## src/rtl/seq_check_scheduler_pkg.sv

```systemverilog
// Shared types and defaults for the serial sequence-checker scheduler.
// Holds the FSM state encoding and the tick-count width helper.
package seq_check_scheduler_pkg;

    typedef enum logic [2:0] {
        S_IDLE,
        S_CLR,
        S_SHIFT,
        S_DRAIN,
        S_REPORT
    } state_t;

    localparam int DEF_WORD_W     = 16;
    localparam int DEF_CLR_CYCLES = 1;
    localparam int DEF_TICK_LAT   = 1;

    function automatic int cnt_w(input int w);
        return $clog2(w + 1);
    endfunction

endpackage

```

## src/rtl/seq_check_scheduler_if.sv

```systemverilog
// Load and result handshake bundle of the sequence-checker scheduler.
// master = host side, slave = scheduler side.
interface seq_check_scheduler_if #(
    parameter int WORD_W = seq_check_scheduler_pkg::DEF_WORD_W,
    parameter int CNT_W  = seq_check_scheduler_pkg::cnt_w(WORD_W)
);

    logic              ld_valid;
    logic              ld_ready;
    logic [WORD_W-1:0] ld_word;
    logic              ld_clr;
    logic              res_valid;
    logic              res_ready;
    logic [WORD_W-1:0] res_map;
    logic [CNT_W-1:0]  res_cnt;

    modport master (
        output ld_valid, ld_word, ld_clr, res_ready,
        input  ld_ready, res_valid, res_map, res_cnt
    );

    modport slave (
        input  ld_valid, ld_word, ld_clr, res_ready,
        output ld_ready, res_valid, res_map, res_cnt
    );

endinterface

```

## src/rtl/seq_shift_tx.sv

```systemverilog
// Word shift register feeding the checker LSB-first, one bit per clock,
// plus a delayed bit-index pipe so each tick lands on the bit that caused it.
module seq_shift_tx
    import seq_check_scheduler_pkg::*;
#(
    parameter int WORD_W   = DEF_WORD_W,
    parameter int TICK_LAT = DEF_TICK_LAT,
    localparam int IW      = $clog2(WORD_W)
) (
    input  logic              clk,
    input  logic              rst,
    input  logic              load,
    input  logic              start,
    input  logic [WORD_W-1:0] word,
    output logic              chk_bit,
    output logic              last,
    output logic              tap_v,
    output logic [IW-1:0]     tap_idx
);

    logic [WORD_W-1:0] shreg;
    logic [WORD_W-1:0] src;
    logic [IW-1:0]     idx;
    logic              act;

    assign src  = load ? word : shreg;
    assign last = act && (idx == IW'(WORD_W - 1));

    // Capture the word, then drive one bit per cycle with no gaps
    always_ff @(posedge clk) begin
        if (!rst) begin
            shreg   <= '0;
            chk_bit <= 1'b0;
            act     <= 1'b0;
            idx     <= '0;
        end else if (start) begin
            chk_bit <= src[0];
            shreg   <= src >> 1;
            act     <= 1'b1;
            idx     <= '0;
        end else if (load) begin
            shreg <= word;
        end else if (last) begin
            act     <= 1'b0;
            chk_bit <= 1'b0;
        end else if (act) begin
            chk_bit <= shreg[0];
            shreg   <= shreg >> 1;
            idx     <= idx + IW'(1);
        end
    end

    generate
        if (TICK_LAT == 0) begin : g_nolat
            assign tap_v   = act;
            assign tap_idx = idx;
        end else begin : g_lat
            logic [TICK_LAT-1:0] vd;
            logic [IW-1:0]       id [TICK_LAT];

            // Delay the active flag and bit index by the checker latency
            always_ff @(posedge clk) begin
                if (!rst) begin
                    vd <= '0;
                    for (int i = 0; i < TICK_LAT; i++) id[i] <= '0;
                end else begin
                    vd[0] <= act;
                    id[0] <= idx;
                    for (int i = 1; i < TICK_LAT; i++) begin
                        vd[i] <= vd[i-1];
                        id[i] <= id[i-1];
                    end
                end
            end

            assign tap_v   = vd[TICK_LAT-1];
            assign tap_idx = id[TICK_LAT-1];
        end
    endgenerate

endmodule

```

## src/rtl/seq_check_scheduler.sv

```systemverilog
// Scheduler around the serial sequence checker: accepts a word, optionally
// resets the checker, shifts the word in and reports which bits ticked.
module seq_check_scheduler
    import seq_check_scheduler_pkg::*;
#(
    parameter int WORD_W     = DEF_WORD_W,
    parameter int CLR_CYCLES = DEF_CLR_CYCLES,
    parameter int TICK_LAT   = DEF_TICK_LAT,
    parameter int CNT_W      = cnt_w(WORD_W)
) (
    input  logic                        clk,
    input  logic                        rst,
    seq_check_scheduler_if.slave        bus,
    output logic                        chk_rst,
    output logic                        chk_bit,
    input  logic                        chk_tick,
    output logic                        busy
);

    localparam int IW = $clog2(WORD_W);

    state_t            state;
    state_t            nxt;
    logic [3:0]        cnt;
    logic              hold;
    logic              accept;
    logic              start;
    logic              last;
    logic              tap_v;
    logic [IW-1:0]     tap_idx;
    logic [WORD_W-1:0] res_map;
    logic [CNT_W-1:0]  res_cnt;

    assign bus.ld_ready  = (state == S_IDLE);
    assign bus.res_valid = (state == S_REPORT);
    assign bus.res_map   = res_map;
    assign bus.res_cnt   = res_cnt;
    assign busy          = (state != S_IDLE);
    assign accept        = bus.ld_valid && bus.ld_ready;
    assign chk_rst       = hold || (state == S_CLR);

    seq_shift_tx #(
        .WORD_W  (WORD_W),
        .TICK_LAT(TICK_LAT)
    ) u_tx (
        .clk    (clk),
        .rst    (rst),
        .load   (accept),
        .start  (start),
        .word   (bus.ld_word),
        .chk_bit(chk_bit),
        .last   (last),
        .tap_v  (tap_v),
        .tap_idx(tap_idx)
    );

    // Next state; DRAIN spans TICK_LAT+1 cycles so the last tick settles
    always_comb begin
        nxt   = state;
        start = 1'b0;
        unique case (state)
            S_IDLE: begin
                if (bus.ld_valid) begin
                    nxt   = bus.ld_clr ? S_CLR : S_SHIFT;
                    start = !bus.ld_clr;
                end
            end
            S_CLR: begin
                if (cnt == 4'(CLR_CYCLES - 1)) begin
                    nxt   = S_SHIFT;
                    start = 1'b1;
                end
            end
            S_SHIFT:  if (last) nxt = S_DRAIN;
            S_DRAIN:  if (cnt == 4'(TICK_LAT)) nxt = S_REPORT;
            S_REPORT: if (bus.res_ready) nxt = S_IDLE;
            default:  nxt = S_IDLE;
        endcase
    end

    // State register with a per-state cycle counter
    always_ff @(posedge clk) begin
        if (!rst) begin
            state <= S_IDLE;
            cnt   <= '0;
        end else begin
            state <= nxt;
            cnt   <= (nxt != state) ? 4'd0 : cnt + 4'd1;
        end
    end

    // Keep the checker in reset from our reset until a word arrives
    always_ff @(posedge clk) begin
        if (!rst) hold <= 1'b1;
        else if (accept) hold <= 1'b0;
    end

    // Attribute delayed ticks to bit positions; clear on each new word
    always_ff @(posedge clk) begin
        if (!rst || accept) begin
            res_map <= '0;
            res_cnt <= '0;
        end else if (tap_v && chk_tick) begin
            res_map[tap_idx] <= 1'b1;
            res_cnt          <= res_cnt + CNT_W'(1);
        end
    end

endmodule

```

## src/flat_wrapper.sv

```systemverilog
// flat-port wrapper written by rule: the top's interface ports become plain ports
module seq_check_scheduler_flat import seq_check_scheduler_pkg::*;
#(
    parameter int WORD_W     = DEF_WORD_W,
    parameter int CLR_CYCLES = DEF_CLR_CYCLES,
    parameter int TICK_LAT   = DEF_TICK_LAT,
    parameter int CNT_W      = cnt_w(WORD_W)
)
  (clk, rst, chk_rst, chk_bit, chk_tick, busy, bus_ld_valid, bus_ld_word, bus_ld_clr, bus_res_ready, bus_ld_ready, bus_res_valid, bus_res_map, bus_res_cnt);
  seq_check_scheduler_if #(.WORD_W(WORD_W), .CNT_W(CNT_W)) bus_i ();
  input  logic clk;
  input  logic rst;
  output logic chk_rst;
  output logic chk_bit;
  input  logic chk_tick;
  output logic busy;
  input wire logic [$bits(bus_i.ld_valid)-1:0] bus_ld_valid;
  input wire logic [$bits(bus_i.ld_word)-1:0] bus_ld_word;
  input wire logic [$bits(bus_i.ld_clr)-1:0] bus_ld_clr;
  input wire logic [$bits(bus_i.res_ready)-1:0] bus_res_ready;
  output wire logic [$bits(bus_i.ld_ready)-1:0] bus_ld_ready;
  output wire logic [$bits(bus_i.res_valid)-1:0] bus_res_valid;
  output wire logic [$bits(bus_i.res_map)-1:0] bus_res_map;
  output wire logic [$bits(bus_i.res_cnt)-1:0] bus_res_cnt;
  assign bus_i.ld_valid = bus_ld_valid;
  assign bus_i.ld_word = bus_ld_word;
  assign bus_i.ld_clr = bus_ld_clr;
  assign bus_i.res_ready = bus_res_ready;
  assign bus_ld_ready = bus_i.ld_ready;
  assign bus_res_valid = bus_i.res_valid;
  assign bus_res_map = bus_i.res_map;
  assign bus_res_cnt = bus_i.res_cnt;
  seq_check_scheduler #(.WORD_W(WORD_W), .CLR_CYCLES(CLR_CYCLES), .TICK_LAT(TICK_LAT), .CNT_W(CNT_W)) u_core (.clk(clk), .rst(rst), .bus(bus_i), .chk_rst(chk_rst), .chk_bit(chk_bit), .chk_tick(chk_tick), .busy(busy));
endmodule
```

## config.mk

```make
export PLATFORM = sky130hd
export DESIGN_NAME = seq_check_scheduler_flat
export DESIGN_NICKNAME = d
export VERILOG_FILES = /design/src/rtl/seq_check_scheduler_pkg.sv /design/src/rtl/seq_check_scheduler_if.sv /design/src/rtl/seq_shift_tx.sv /design/src/rtl/seq_check_scheduler.sv /design/src/flat_wrapper.sv
export SDC_FILE = /design/constraint.sdc
export NUM_CORES = 1
export LEC_CHECK = 0
export CORE_UTILIZATION = 50
export CTS_CLUSTER_DIAMETER = 200
export DETAILED_ROUTE_END_ITERATION = 10
export HOLD_SLACK_MARGIN = 0.03
export MAX_ROUTING_LAYER = met4
export PLACE_DENSITY = 0.79
export SYNTH_ARGS = -nofsm -noshare
export SYNTH_HDL_FRONTEND = slang
export SYNTH_SLANG_ARGS = --single-unit
```

## constraint.sdc

```tcl
create_clock -name clk -period 4.85 [get_ports clk]
set_clock_uncertainty 0.05 [all_clocks]
set_input_delay 1.2125 -clock clk [delete_from_list [all_inputs] [get_ports clk]]
set_output_delay 1.2125 -clock clk [all_outputs]
set_load 0.02 [all_outputs]
```

==> summary.md, run 1 <==
| Metric | Value |
|---|---|
| Run status | `completed` |
| Maximum frequency from static timing analysis | `309 MHz` |
| First-pass GRT wire length | `8.42 mm` |
| Syn nets | `299` |
| Number of hold buffers added after CTS | `0` |
| Tightest Pin Transition | `0.740 ns` |
| Clock network latency to the later pin of the worst-skew pair | `0.31 ns` |
| Power per standard cell area | `300 nW/µm²` |
| Launch point of the critical path | `u_core.state[0]$_SDFF_PN0_` |
| Startpoint of the lowest-slack register-to-register path | `u_core.cnt[0]$_SDFF_PP0_` |
| Total setup violations reported at the end of the flow | `0` |
| CTS tree | `yes` |
| Main area contributors after synthesis | `sky130_fd_sc_hd__dfxtp_1, sky130_fd_sc_hd__mux2i_1, sky130_fd_sc_hd__a21oi_1` |
| Count of synthesis-stage warnings from yosys | `0` |
| Count of antenna-violating nets left after detailed routing | `0` |
| Critical path, cell by cell | `or3b_1 -> nand2b_1 -> clkdlybuf4s50_1` |
| Die footprint | `5520 µm²` |
| Min cycle time layout | `3.24 ns` |
| Largest buffer count on any clock path | `2` |
| Top_reg_cell synth | `sky130_fd_sc_hd__dfxtp_1` |
| Detailed placement HPWL | `3.46 mm` |
| Count of vias placed by the detailed router | `2017` |
| Startpoint kind of the worst setup timing path | `flip-flop` |
| Cell area after synthesis | `2620 µm²` |
| Post-synthesis average cell area | `9.61 µm²` |
| All-Layer GR Usage | `0.203` |
| Critical path endpoint | `chk_rst` |
| Most common library cell in the layout ignoring fill and taps | `sky130_fd_sc_hd__dfxtp_1` |
| Yosys cell types | `48` |
| Number of global-route vias before repair | `1841` |
| DRC marker count from the first detailed-route iteration | `37` |
| Most frequent cells in the layout | `sky130_fd_sc_hd__dfxtp_1, sky130_fd_sc_hd__clkdlybuf4s50_1, sky130_fd_sc_hd__a21oi_1` |
| M3 GR Usage | `0.0447` |
| Final RePlAce weighted congestion | `0.854` |
| Starting utilization of the core area | `0.536` |
| RSZ-0062 raised after global routing | `no` |
| Vertical die dimension | `74.3 µm` |
| CP Capture Type | `output pin` |
| Share of final-layout standard cells stronger than drive strength 1 | `0.122` |
| Wire length per cell | `12.5 µm` |
| Count of placed standard cells in the final layout, fillers left out | `378` |
| Worst-path fanout max | `12` |
| Cell type with the largest total area after synthesis | `sky130_fd_sc_hd__dfxtp_1` |
| Number of cells on the worst reg-to-reg path | `6` |
| Pin count of the biggest net entering global routing | `37` |
| Clock buffer count from CTS | `5` |
| Sink count of the clock tree | `56` |
| Count of pins over their slew limit | `0` |
| Total congestion overflow | `0` |
| Met2 demand-to-capacity share in global routing | `0.327` |
| Routed via count divided by cell count | `5.34` |
| Stages on worst setup path | `3` |
| Top Ports | `48` |
| Post-synthesis to final-layout area growth | `20.6%` |
| 1st-pass router iterations | `4` |
| Count of standard-cell rows | `25` |
| Max stage delay on crit path | `0.59 ns` |
| Worst-case register-to-register setup slack | `2.85 ns` |
| Max-capacitance violation count | `0` |
| Area fraction of the dominant cell type after synthesis | `0.429` |
| DP Cell Count | `370` |
| Register area share after synthesis | `0.429` |
| Synthesized instance count | `272` |
| Crit path kind | `reg2out` |
| Crit path buffers/inverters | `1` |
| Post-CTS setup buffers | `0` |
| R2r endpoint | `u_core.u_tx.shreg[9]$_SDFFE_PN0P_` |
| Number of register bits inferred by synthesis | `56` |
| Quantity of gates resized following cts | `0` |
| Met1 GRT Util | `0.255` |
| Die W | `74.3 µm` |
| Static Leak | `1.22 nW` |
| Global routing's busiest layer | `met2` |
| Relative slew margins | `0.505` |
| Crit path DAT | `1.97 ns` |
| Initial antenna violation count | `0` |
| H-tree Lvls | `2` |
| Clock slew at the register clock pins of the worst setup and hold paths | `0.10 ns` |
| Final Cycle Share | `0.667` |
| DRC violations left | `0` |
| Proportion of synthesized flip-flops having asynchronous set or reset | `0` |
| Core Footprint | `4880 µm²` |
| Path class of the lowest-slack min-delay path | `reg2reg` |
| Cell at the root of the clock tree | `sky130_fd_sc_hd__clkbuf_8` |
| Fin nets | `337` |
| Wirelength, routed | `4.74 mm` |
| Maximum ir drop on the vdd rail | `0.000231 V` |
| Standard cell with the maximum stage delay on the critical path | `sky130_fd_sc_hd__clkdlybuf4s50_1` |
| Delay-heaviest family, CP | `buffers and inverters` |
| Antenna diode count | `0` |
| Number of flops mapped to enable cells by yosys | `0` |
| Hold violation total from the final report | `0` |
| Count of buffers from port buffering | `47` |
| WP data required | `3.59 ns` |
| Setup Total Neg Slack | `0 ns` |
## power by group
group | internal, mW | total, mW | switching (mW)
combinational | 0.0841 | 0.173 | 0.0889
clock | 0.106 | 0.262 | 0.157
sequential | 0.486 | 0.510 | 0.0233
## routing by layer
layer  up-vias  part of all wire  wire (µm)
met5         -                 0          0
met4         0             0.012         58
met3         7             0.031        148
met2        39              0.48       2250
met1       940              0.48       2280
li1       1031                 -          -
## final cells by class
class	count	area, µm²
Clock inverter	3	25.0
Sequential cell	56	1120
Fill cell	437	1730
Multi-Input combinational cell	193	1350
Timing Repair Buffer	48	478
Tap cell	67	83.8
Clock buffer	5	68.8
Inverter	6	22.5
## sequential cells by signal, indices dropped and copies added (netlist names)
name	count
u_core.hold	1
u_core.u_tx.act	1
u_core.cnt	4
u_core.state	3
u_core.u_tx.chk_bit	1
u_core.u_tx.tap_v	1
u_core.bus.res_cnt	5
u_core.u_tx.idx	4
u_core.u_tx.g_lat.id	4
u_core.bus.res_map	16
u_core.u_tx.shreg	16
## cells in the mapped netlist, types with 2 or more instances
library cell               count
sky130_fd_sc_hd__ha_1          5
sky130_fd_sc_hd__a21bo_2       2
sky130_fd_sc_hd__mux2_2       14
sky130_fd_sc_hd__inv_1         6
sky130_fd_sc_hd__mux2i_1      17
sky130_fd_sc_hd__nor3b_1       4
sky130_fd_sc_hd__buf_6         5
sky130_fd_sc_hd__buf_2         4
sky130_fd_sc_hd__o31a_1        2
sky130_fd_sc_hd__a21oi_1      32
sky130_fd_sc_hd__nand2b_1      2
sky130_fd_sc_hd__xnor2_1       2
sky130_fd_sc_hd__o21ai_0      10
sky130_fd_sc_hd__clkbuf_1      5
sky130_fd_sc_hd__xor2_1        7
sky130_fd_sc_hd__nand4_1       5
sky130_fd_sc_hd__nor2b_1       3
sky130_fd_sc_hd__and2_1        7
sky130_fd_sc_hd__o21ai_1       4
sky130_fd_sc_hd__o22ai_1       3
sky130_fd_sc_hd__a31oi_1       4
sky130_fd_sc_hd__nand3_1       2
sky130_fd_sc_hd__nor2_1       31
sky130_fd_sc_hd__nor3b_2       2
sky130_fd_sc_hd__and3_1        2
sky130_fd_sc_hd__buf_4         3
sky130_fd_sc_hd__nand2_1      13
sky130_fd_sc_hd__dfxtp_1      56
## cells by family (layout without fill, tap and decap cells)
family / count (synthesis) / after routing / synth area share
AO/OA/AOI/OAI: 64 / 64 / 0.152
AND/OR/NAND/NOR: 84 / 84 / 0.187
multiplexers: 31 / 31 / 0.125
buffers and inverters: 23 / 62 / 0.0536
flip-flops: 56 / 56 / 0.429
adder cells (fa/ha/maj): 5 / 5 / 0.0239
XOR/XNOR: 9 / 9 / 0.0301
## stage by stage
| step | hold slack [ns] | area [µm²] | setup slack (ns) | utilization | power, mW |
|---|---|---|---|---|---|
| 3_5_place_dp | 0.382 | 3060 | 1.54 | 0.627 | 0.694 |
| 3_3_place_gp | 0.376 | 3060 | 1.61 | 0.627 | 0.689 |
| 6_report | 0.393 | 3150 | 1.61 | 0.646 | 0.945 |
| 4_1_cts | 0.397 | 3150 | 1.61 | 0.646 | 0.956 |
| 2_1_floorplan | 0.365 | 2620 | 2.47 | - | 0.653 |
| 5_1_grt | 0.449 | 3150 | 1.54 | 0.646 | 0.998 |
## worst min-delay path by stage
| stage | start | endpoint | slack (ns) | depth (start not counted) |
|---|---|---|---|---|
| 3_3_place_gp | u_core.hold$_SDFFE_PN1P_ | u_core.hold$_SDFFE_PN1P_ | 0.38 | 2 |
| 5_1_grt | u_core.bus.res_map[1]$_SDFFE_PP0P_ | u_core.bus.res_map[1]$_SDFFE_PP0P_ | 0.45 | 2 |
| 2_1_floorplan | u_core.hold$_SDFFE_PN1P_ | u_core.hold$_SDFFE_PN1P_ | 0.36 | 2 |
| 3_5_place_dp | u_core.hold$_SDFFE_PN1P_ | u_core.hold$_SDFFE_PN1P_ | 0.38 | 2 |
| 6_report | u_core.hold$_SDFFE_PN1P_ | u_core.hold$_SDFFE_PN1P_ | 0.39 | 2 |
| 4_1_cts | u_core.hold$_SDFFE_PN1P_ | u_core.hold$_SDFFE_PN1P_ | 0.40 | 2 |
## worst min-delay path, cell delays in order (launching register included)
cell                      delay (ns)
sky130_fd_sc_hd__dfxtp_1        0.32
sky130_fd_sc_hd__nand2_1        0.05
sky130_fd_sc_hd__nand2_1        0.04
No activity file was read; power rests on OpenSTA's default activity.
==> run 2: changes to the inputs <==
CORE_UTILIZATION = 47   (was 50)
PLACE_DENSITY = 0.78   (was 0.79)
clock period = 2.9 ns   (was 4.85 ns; I/O delays follow)
==> run 2 against run 1 <==
Net effect:
- critical path depth unchanged
- global-route usage shrank 2.0 points
- clock-buffer cell count stayed put
- combinational power grew 69%
- critical path type unchanged
- largest cell class unchanged
==> summary.md, run 2 (synthesis results as in run 1) <==
| Metric | Value |
|---|---|
| Launch point of the critical path | `u_core.state[0]$_SDFF_PN0_ (unchanged)` |
| Hold_ws | `0.389 ns (was 0.393 ns)` |
| Total congestion overflow | `0 (unchanged)` |
| DRC marker count from the first detailed-route iteration | `137 (was 37)` |
| Met2 layer wire length in the routed design | `2.38 mm (was 2.25 mm)` |
| H-tree Lvls | `2 (unchanged)` |
| WP data required | `2.12 ns (was 3.59 ns)` |
| Pin count of the biggest net entering global routing | `27 (was 37)` |
| Crit path buffers/inverters | `1 (unchanged)` |
| Highest layer used for signal routing | `met4 (unchanged)` |
| Final RePlAce weighted congestion | `0.816 (was 0.854)` |
| Count of buffers from port buffering | `47 (unchanged)` |
| Min cycle time layout | `2.72 ns` |
| Power per standard cell area | `499 nW/µm² (was 300 nW/µm²)` |
| Max stage delay on crit path | `0.59 ns (about the same)` |
| Critical path, cell by cell | `or3b_1 -> nand2b_1 -> clkdlybuf4s50_1 (unchanged)` |
| Core Footprint | `5240 µm² (was 4880 µm²)` |
| Run status | `completed (unchanged)` |
| Most frequent cells in the layout | `sky130_fd_sc_hd__dfxtp_1, sky130_fd_sc_hd__clkdlybuf4s50_1, sky130_fd_sc_hd__a21oi_1 (unchanged)` |
| Die W | `76.6 µm (was 74.3 µm)` |
| Final setup slack of the worst path | `0.177 ns (was 1.61 ns)` |
| Number of cells on the worst reg-to-reg path | `6 (unchanged)` |
| Critical path endpoint | `chk_rst (unchanged)` |
| Post-synthesis to final-layout area growth | `21.6% (was 20.6%)` |
| Relative slew margins | `0.571 (was 0.505)` |
| 1st-pass router iterations | `4 (unchanged)` |
| Wire length per cell | `12.7 µm (was 12.5 µm)` |
| Largest regs | `u_core.bus.res_map: 16 flops, u_core.u_tx.shreg: 16 flops, u_core.bus.res_cnt: 5 flops (unchanged)` |
| DP Cell Count | `376 (was 370)` |
| Post-CTS setup buffers | `0 (unchanged)` |
| All-Layer GR Usage | `0.183 (was 0.203)` |
| Most common library cell in the layout ignoring fill and taps | `sky130_fd_sc_hd__dfxtp_1 (unchanged)` |
| Hold violation total from the final report | `0 (unchanged)` |
| Path class of the lowest-slack min-delay path | `reg2reg (unchanged)` |
| Clock slew at the register clock pins of the worst setup and hold paths | `0.10 ns (about the same)` |
| Routed via count divided by cell count | `5.26 (was 5.34)` |
| Worst-path fanout max | `12 (unchanged)` |
| Initial antenna violation count | `0 (unchanged)` |
| Top Ports | `48 (unchanged)` |
| Setup Total Neg Slack | `0 ns (unchanged)` |
| Count of placed standard cells in the final layout, fillers left out | `384 (was 378)` |
| Stages on worst setup path | `3 (unchanged)` |
| Share of final-layout standard cells stronger than drive strength 1 | `0.131 (was 0.122)` |
| Met3 Wirelength | `215 µm (was 148 µm)` |
| Quantity of gates resized following cts | `0 (unchanged)` |
| Worst-case setup slack after placement | `0.345 ns (was 1.54 ns)` |
| Die footprint | `5870 µm² (was 5520 µm²)` |
| Count of antenna-violating nets left after detailed routing | `0 (unchanged)` |
| PnR Total Power | `1.59 mW (was 0.945 mW)` |
| CTS tree | `yes (unchanged)` |
| Maximum frequency from static timing analysis | `367 MHz` |
| Startpoint of the lowest-slack register-to-register path | `u_core.cnt[0]$_SDFF_PP0_ (unchanged)` |
| Standard cell with the maximum stage delay on the critical path | `sky130_fd_sc_hd__clkdlybuf4s50_1 (unchanged)` |
| First-pass GRT wire length | `8.45 mm (was 8.42 mm)` |
| Total setup violations reported at the end of the flow | `0 (unchanged)` |
| Number of hold buffers added after CTS | `0 (unchanged)` |
| Startpoint kind of the worst setup timing path | `flip-flop (unchanged)` |
| Number of global-route vias before repair | `1866 (was 1841)` |
| Vertical die dimension | `76.6 µm (was 74.3 µm)` |
| Met1 WL | `2.24 mm (was 2.28 mm)` |
| R2r endpoint | `u_core.u_tx.shreg[14]$_SDFFE_PN0P_ (was u_core.u_tx.shreg[9]$_SDFFE_PN0P_)` |
| Worst-case register-to-register setup slack | `0.90 ns (was 2.85 ns)` |
| Largest buffer count on any clock path | `2 (unchanged)` |
| Max-capacitance violation count | `0 (unchanged)` |
| Sink count of the clock tree | `56 (unchanged)` |
| Static Leak | `1.23 nW (was 1.22 nW)` |
| Tightest Pin Transition | `0.643 ns (was 0.740 ns)` |
| Crit path kind | `reg2out (unchanged)` |
| Detailed placement HPWL | `3.56 mm (was 3.46 mm)` |
| Crit path DAT | `1.95 ns (was 1.97 ns)` |
| Count of pins over their slew limit | `0 (unchanged)` |
| DRC violations left | `0 (unchanged)` |
| Delay-heaviest family, CP | `buffers and inverters (unchanged)` |
| Cell at the root of the clock tree | `sky130_fd_sc_hd__clkbuf_8 (unchanged)` |
| RSZ-0062 raised after global routing | `no (unchanged)` |
| Antenna diode count | `0 (unchanged)` |
| Starting utilization of the core area | `0.499 (was 0.536)` |
| Maximum ir drop on the vdd rail | `0.000276 V (was 0.000231 V)` |
| Clock network latency to the later pin of the worst-skew pair | `0.31 ns (about the same)` |
| CP Capture Type | `output pin (unchanged)` |
| Final Cycle Share | `0.939` |
| Wirelength, routed | `4.88 mm (was 4.74 mm)` |
| Count of standard-cell rows | `26 (was 25)` |
| Fin nets | `340 (was 337)` |
| Count of vias placed by the detailed router | `2020 (was 2017)` |
| Clock buffer count from CTS | `5 (unchanged)` |
run 2: power breakdown:
group / leakage [nW] / switching [mW] / internal [mW]
registers: 0.456 / 0.0391 / 0.813
clock network: 0.0452 / 0.264 / 0.177
logic: 0.732 / 0.148 / 0.145
total: 1.23 / 0.451 / 1.14
run 2: per-stage QoR:
step	area, µm²	utilization
finish	3180	0.607
global placement	3090	0.589
floorplan	2620	-
global route	3180	0.607
CTS	3180	0.607
detailed placement	3090	0.589
run 2: how the worst min path moves through the flow:
stage                             startpoint                        to  slack, ns  cells past startpoint
floorplan           u_core.hold$_SDFFE_PN1P_  u_core.hold$_SDFFE_PN1P_       0.36                      2
global placement    u_core.hold$_SDFFE_PN1P_  u_core.hold$_SDFFE_PN1P_       0.38                      2
detailed placement  u_core.hold$_SDFFE_PN1P_  u_core.hold$_SDFFE_PN1P_       0.38                      2
CTS                 u_core.hold$_SDFFE_PN1P_  u_core.hold$_SDFFE_PN1P_       0.39                      2
global route        u_core.hold$_SDFFE_PN1P_  u_core.hold$_SDFFE_PN1P_       0.43                      2
finish              u_core.hold$_SDFFE_PN1P_  u_core.hold$_SDFFE_PN1P_       0.39                      2
run 2: final cells by class:
class / count / area [µm²]
clock buffers: 5 / 68.8
clock inverters: 3 / 25.0
multi-input cells: 193 / 1350
flip-flops and latches: 56 / 1120
fillers: 470 / 2060
repair buffers: 51 / 500
well taps: 70 / 87.6
inverters: 6 / 22.5
run 2: layer usage:
metal,vias up,GRT usage
li1,1036,-
met1,926,0.216
met2,54,0.315
met3,4,0.0455
met4,0,0.0346
met5,-,-
run 2: tightest hold or removal path, stage by stage (launching register included):
cell and delay (ns):
sky130_fd_sc_hd__dfxtp_1 0.32, sky130_fd_sc_hd__nand2_1 0.05, sky130_fd_sc_hd__nand2_1 0.04
==> run 3: changes to the inputs <==
CORE_UTILIZATION = 50   (was 47)
PLACE_DENSITY = 0.88   (was 0.78)
clock period = 3.4 ns   (was 2.9 ns; I/O delays follow)
==> run 3 against run 2 <==
Net effect:
- wire length is 1.8% lower
- sequential share of layout area rose by 0.18 points
- worst setup slack gained 0.37 ns
- clock-buffer cell count did not move
- total power fell by 15%
- global-route usage grew 1.7 points
- first-iteration DRC count down 58%
- clock power decreased by 15%
- register-to-register slack improved by 0.52 ns
==> summary.md, run 3 (synthesis results as in run 1) <==
| Metric | Value |
|---|---|
| Cell at the root of the clock tree | `sky130_fd_sc_hd__clkbuf_8 (unchanged)` |
| Routed via count divided by cell count | `5.34 (was 5.26)` |
| WP data required | `2.50 ns (was 2.12 ns)` |
| CP Capture Type | `output pin (unchanged)` |
| Clock network latency to the later pin of the worst-skew pair | `0.31 ns (about the same)` |
| Crit path kind | `reg2out (unchanged)` |
| Tightest Pin Transition | `0.642 ns (was 0.643 ns)` |
| Starting utilization of the core area | `0.536 (was 0.499)` |
| Maximum ir drop on the vdd rail | `0.000184 V (was 0.000276 V)` |
| Vertical die dimension | `74.3 µm (was 76.6 µm)` |
| Total setup violations reported at the end of the flow | `0 (unchanged)` |
| Delay-heaviest family, CP | `buffers and inverters (unchanged)` |
| H-tree Lvls | `2 (unchanged)` |
| Largest buffer count on any clock path | `2 (unchanged)` |
| Maximum frequency from static timing analysis | `351 MHz` |
| Pin count of the biggest net entering global routing | `37 (was 27)` |
| Clock slew at the register clock pins of the worst setup and hold paths | `0.10 ns (about the same)` |
| Power per standard cell area | `427 nW/µm² (was 499 nW/µm²)` |
| DRC violations left | `0 (unchanged)` |
| RSZ-0062 raised after global routing | `no (unchanged)` |
| Final RePlAce weighted congestion | `0.881 (was 0.816)` |
| Relative slew margins | `0.572 (was 0.571)` |
| Wirelength, routed | `4.79 mm (was 4.88 mm)` |
| Sink count of the clock tree | `56 (unchanged)` |
| Most common library cell in the layout ignoring fill and taps | `sky130_fd_sc_hd__dfxtp_1 (unchanged)` |
| Share of final-layout standard cells stronger than drive strength 1 | `0.125 (was 0.131)` |
| Min cycle time layout | `2.85 ns` |
| Clock buffer count from CTS | `5 (unchanged)` |
| Fin nets | `338 (was 340)` |
| Startpoint kind of the worst setup timing path | `flip-flop (unchanged)` |
| Standard cell with the maximum stage delay on the critical path | `sky130_fd_sc_hd__clkdlybuf4s50_1 (unchanged)` |
| Post-synthesis to final-layout area growth | `21.0% (was 21.6%)` |
| 1st-pass router iterations | `4 (unchanged)` |
| First-pass GRT wire length | `8.34 mm (was 8.45 mm)` |
| Post-CTS setup buffers | `0 (unchanged)` |
| Top Ports | `48 (unchanged)` |
| Largest regs | `u_core.bus.res_map: 16 flops, u_core.u_tx.shreg: 16 flops, u_core.bus.res_cnt: 5 flops (unchanged)` |
| Max-capacitance violation count | `0 (unchanged)` |
| Setup Total Neg Slack | `0 ns (unchanged)` |
| Crit path buffers/inverters | `1 (unchanged)` |
| Static Leak | `1.23 nW (about the same)` |
| Most frequent cells in the layout | `sky130_fd_sc_hd__dfxtp_1, sky130_fd_sc_hd__clkdlybuf4s50_1, sky130_fd_sc_hd__a21oi_1 (unchanged)` |
| Antenna diode count | `0 (unchanged)` |
| Detailed placement HPWL | `3.62 mm (was 3.56 mm)` |
| Total congestion overflow | `0 (unchanged)` |
| Count of antenna-violating nets left after detailed routing | `0 (unchanged)` |
| Path class of the lowest-slack min-delay path | `reg2reg (unchanged)` |
| Core Footprint | `4880 µm² (was 5240 µm²)` |
| Final Cycle Share | `0.838` |
| Hold_ws | `0.391 ns (was 0.389 ns)` |
| Count of buffers from port buffering | `47 (unchanged)` |
| CTS tree | `yes (unchanged)` |
| Crit path DAT | `1.95 ns (about the same)` |
| Quantity of gates resized following cts | `0 (unchanged)` |
| Count of vias placed by the detailed router | `2025 (was 2020)` |
| Worst-path fanout max | `12 (unchanged)` |
| Run status | `completed (unchanged)` |
| Hold violation total from the final report | `0 (unchanged)` |
| Initial antenna violation count | `0 (unchanged)` |
| All-Layer GR Usage | `0.200 (was 0.183)` |
| Critical path, cell by cell | `or3b_1 -> nand2b_1 -> clkdlybuf4s50_1 (unchanged)` |
| Count of standard-cell rows | `25 (was 26)` |
| Die footprint | `5520 µm² (was 5870 µm²)` |
| Number of hold buffers added after CTS | `0 (unchanged)` |
| Number of global-route vias before repair | `1957 (was 1866)` |
| Die W | `74.3 µm (was 76.6 µm)` |
| DRC marker count from the first detailed-route iteration | `57 (was 137)` |
| Count of pins over their slew limit | `0 (unchanged)` |
| Max stage delay on crit path | `0.59 ns (about the same)` |
| Wire length per cell | `12.6 µm (was 12.7 µm)` |
-- run 3: stage by stage --
step | utilization | setup WS (ns) | total power, mW | cell area [µm²] | cells
finish | 0.648 | 0.551 | 1.35 | 3160 | 379
global route | 0.648 | 0.464 | 1.41 | 3160 | 379
detailed placement | 0.628 | 0.634 | 0.988 | 3070 | 371
floorplan | - | 1.38 | 0.931 | 2620 | 272
CTS | 0.648 | 0.542 | 1.36 | 3160 | 379
global placement | 0.628 | 0.654 | 0.980 | 3070 | 371
-- run 3: cell type report --
class                   count  area (µm²)
fillers                   418        1720
multi-input cells         193        1350
flip-flops and latches     56        1120
repair buffers             49         485
well taps                  67        83.8
clock buffers               5        68.8
clock inverters             3        27.5
inverters                   6        22.5
-- run 3: worst register-to-register path, delay by kind of cell (launching register included) --
| kind | cells | cell delay (ns) |
|---|---|---|
| AOI/OAI and AO/OA | 2 | 0.67 |
| adders and majority gates | 1 | 0.19 |
| buffers and inverters | 1 | 0.06 |
| DFF | 1 | 0.42 |
| muxes | 1 | 0.28 |
| and+or+nand+nor | 1 | 0.20 |
-- run 3: worst paths after layout --
kind	start	slack (ns)	cells past startpoint	to
hold reg to reg	u_core.hold$_SDFFE_PN1P_	0.39	2	u_core.hold$_SDFFE_PN1P_
setup reg to reg	u_core.cnt[0]$_SDFF_PP0_	1.42	6	u_core.u_tx.shreg[11]$_SDFFE_PN0P_
hold / removal	u_core.hold$_SDFFE_PN1P_	0.39	2	u_core.hold$_SDFFE_PN1P_
setup / recovery	u_core.state[0]$_SDFF_PN0_	0.55	3	chk_rst
-- run 3: power by group --
part           switching [mW]  total [mW]  leakage (nW)  internal (mW)
Sequential             0.0327       0.726         0.456          0.694
Combinational           0.126       0.247         0.723          0.121
Clock                   0.225       0.376        0.0463          0.152
Total                   0.383        1.35          1.23          0.966
-- run 3: routing by layer --
metal,vias to the layer above,routed length (µm),share of wire,track usage
met5,-,0,0,-
met1,930,2130,0.44,0.231
li1,1030,-,-,-
met3,8,207,0.043,0.0366
met4,0,67,0.014,0.0650
met2,57,2390,0.50,0.349
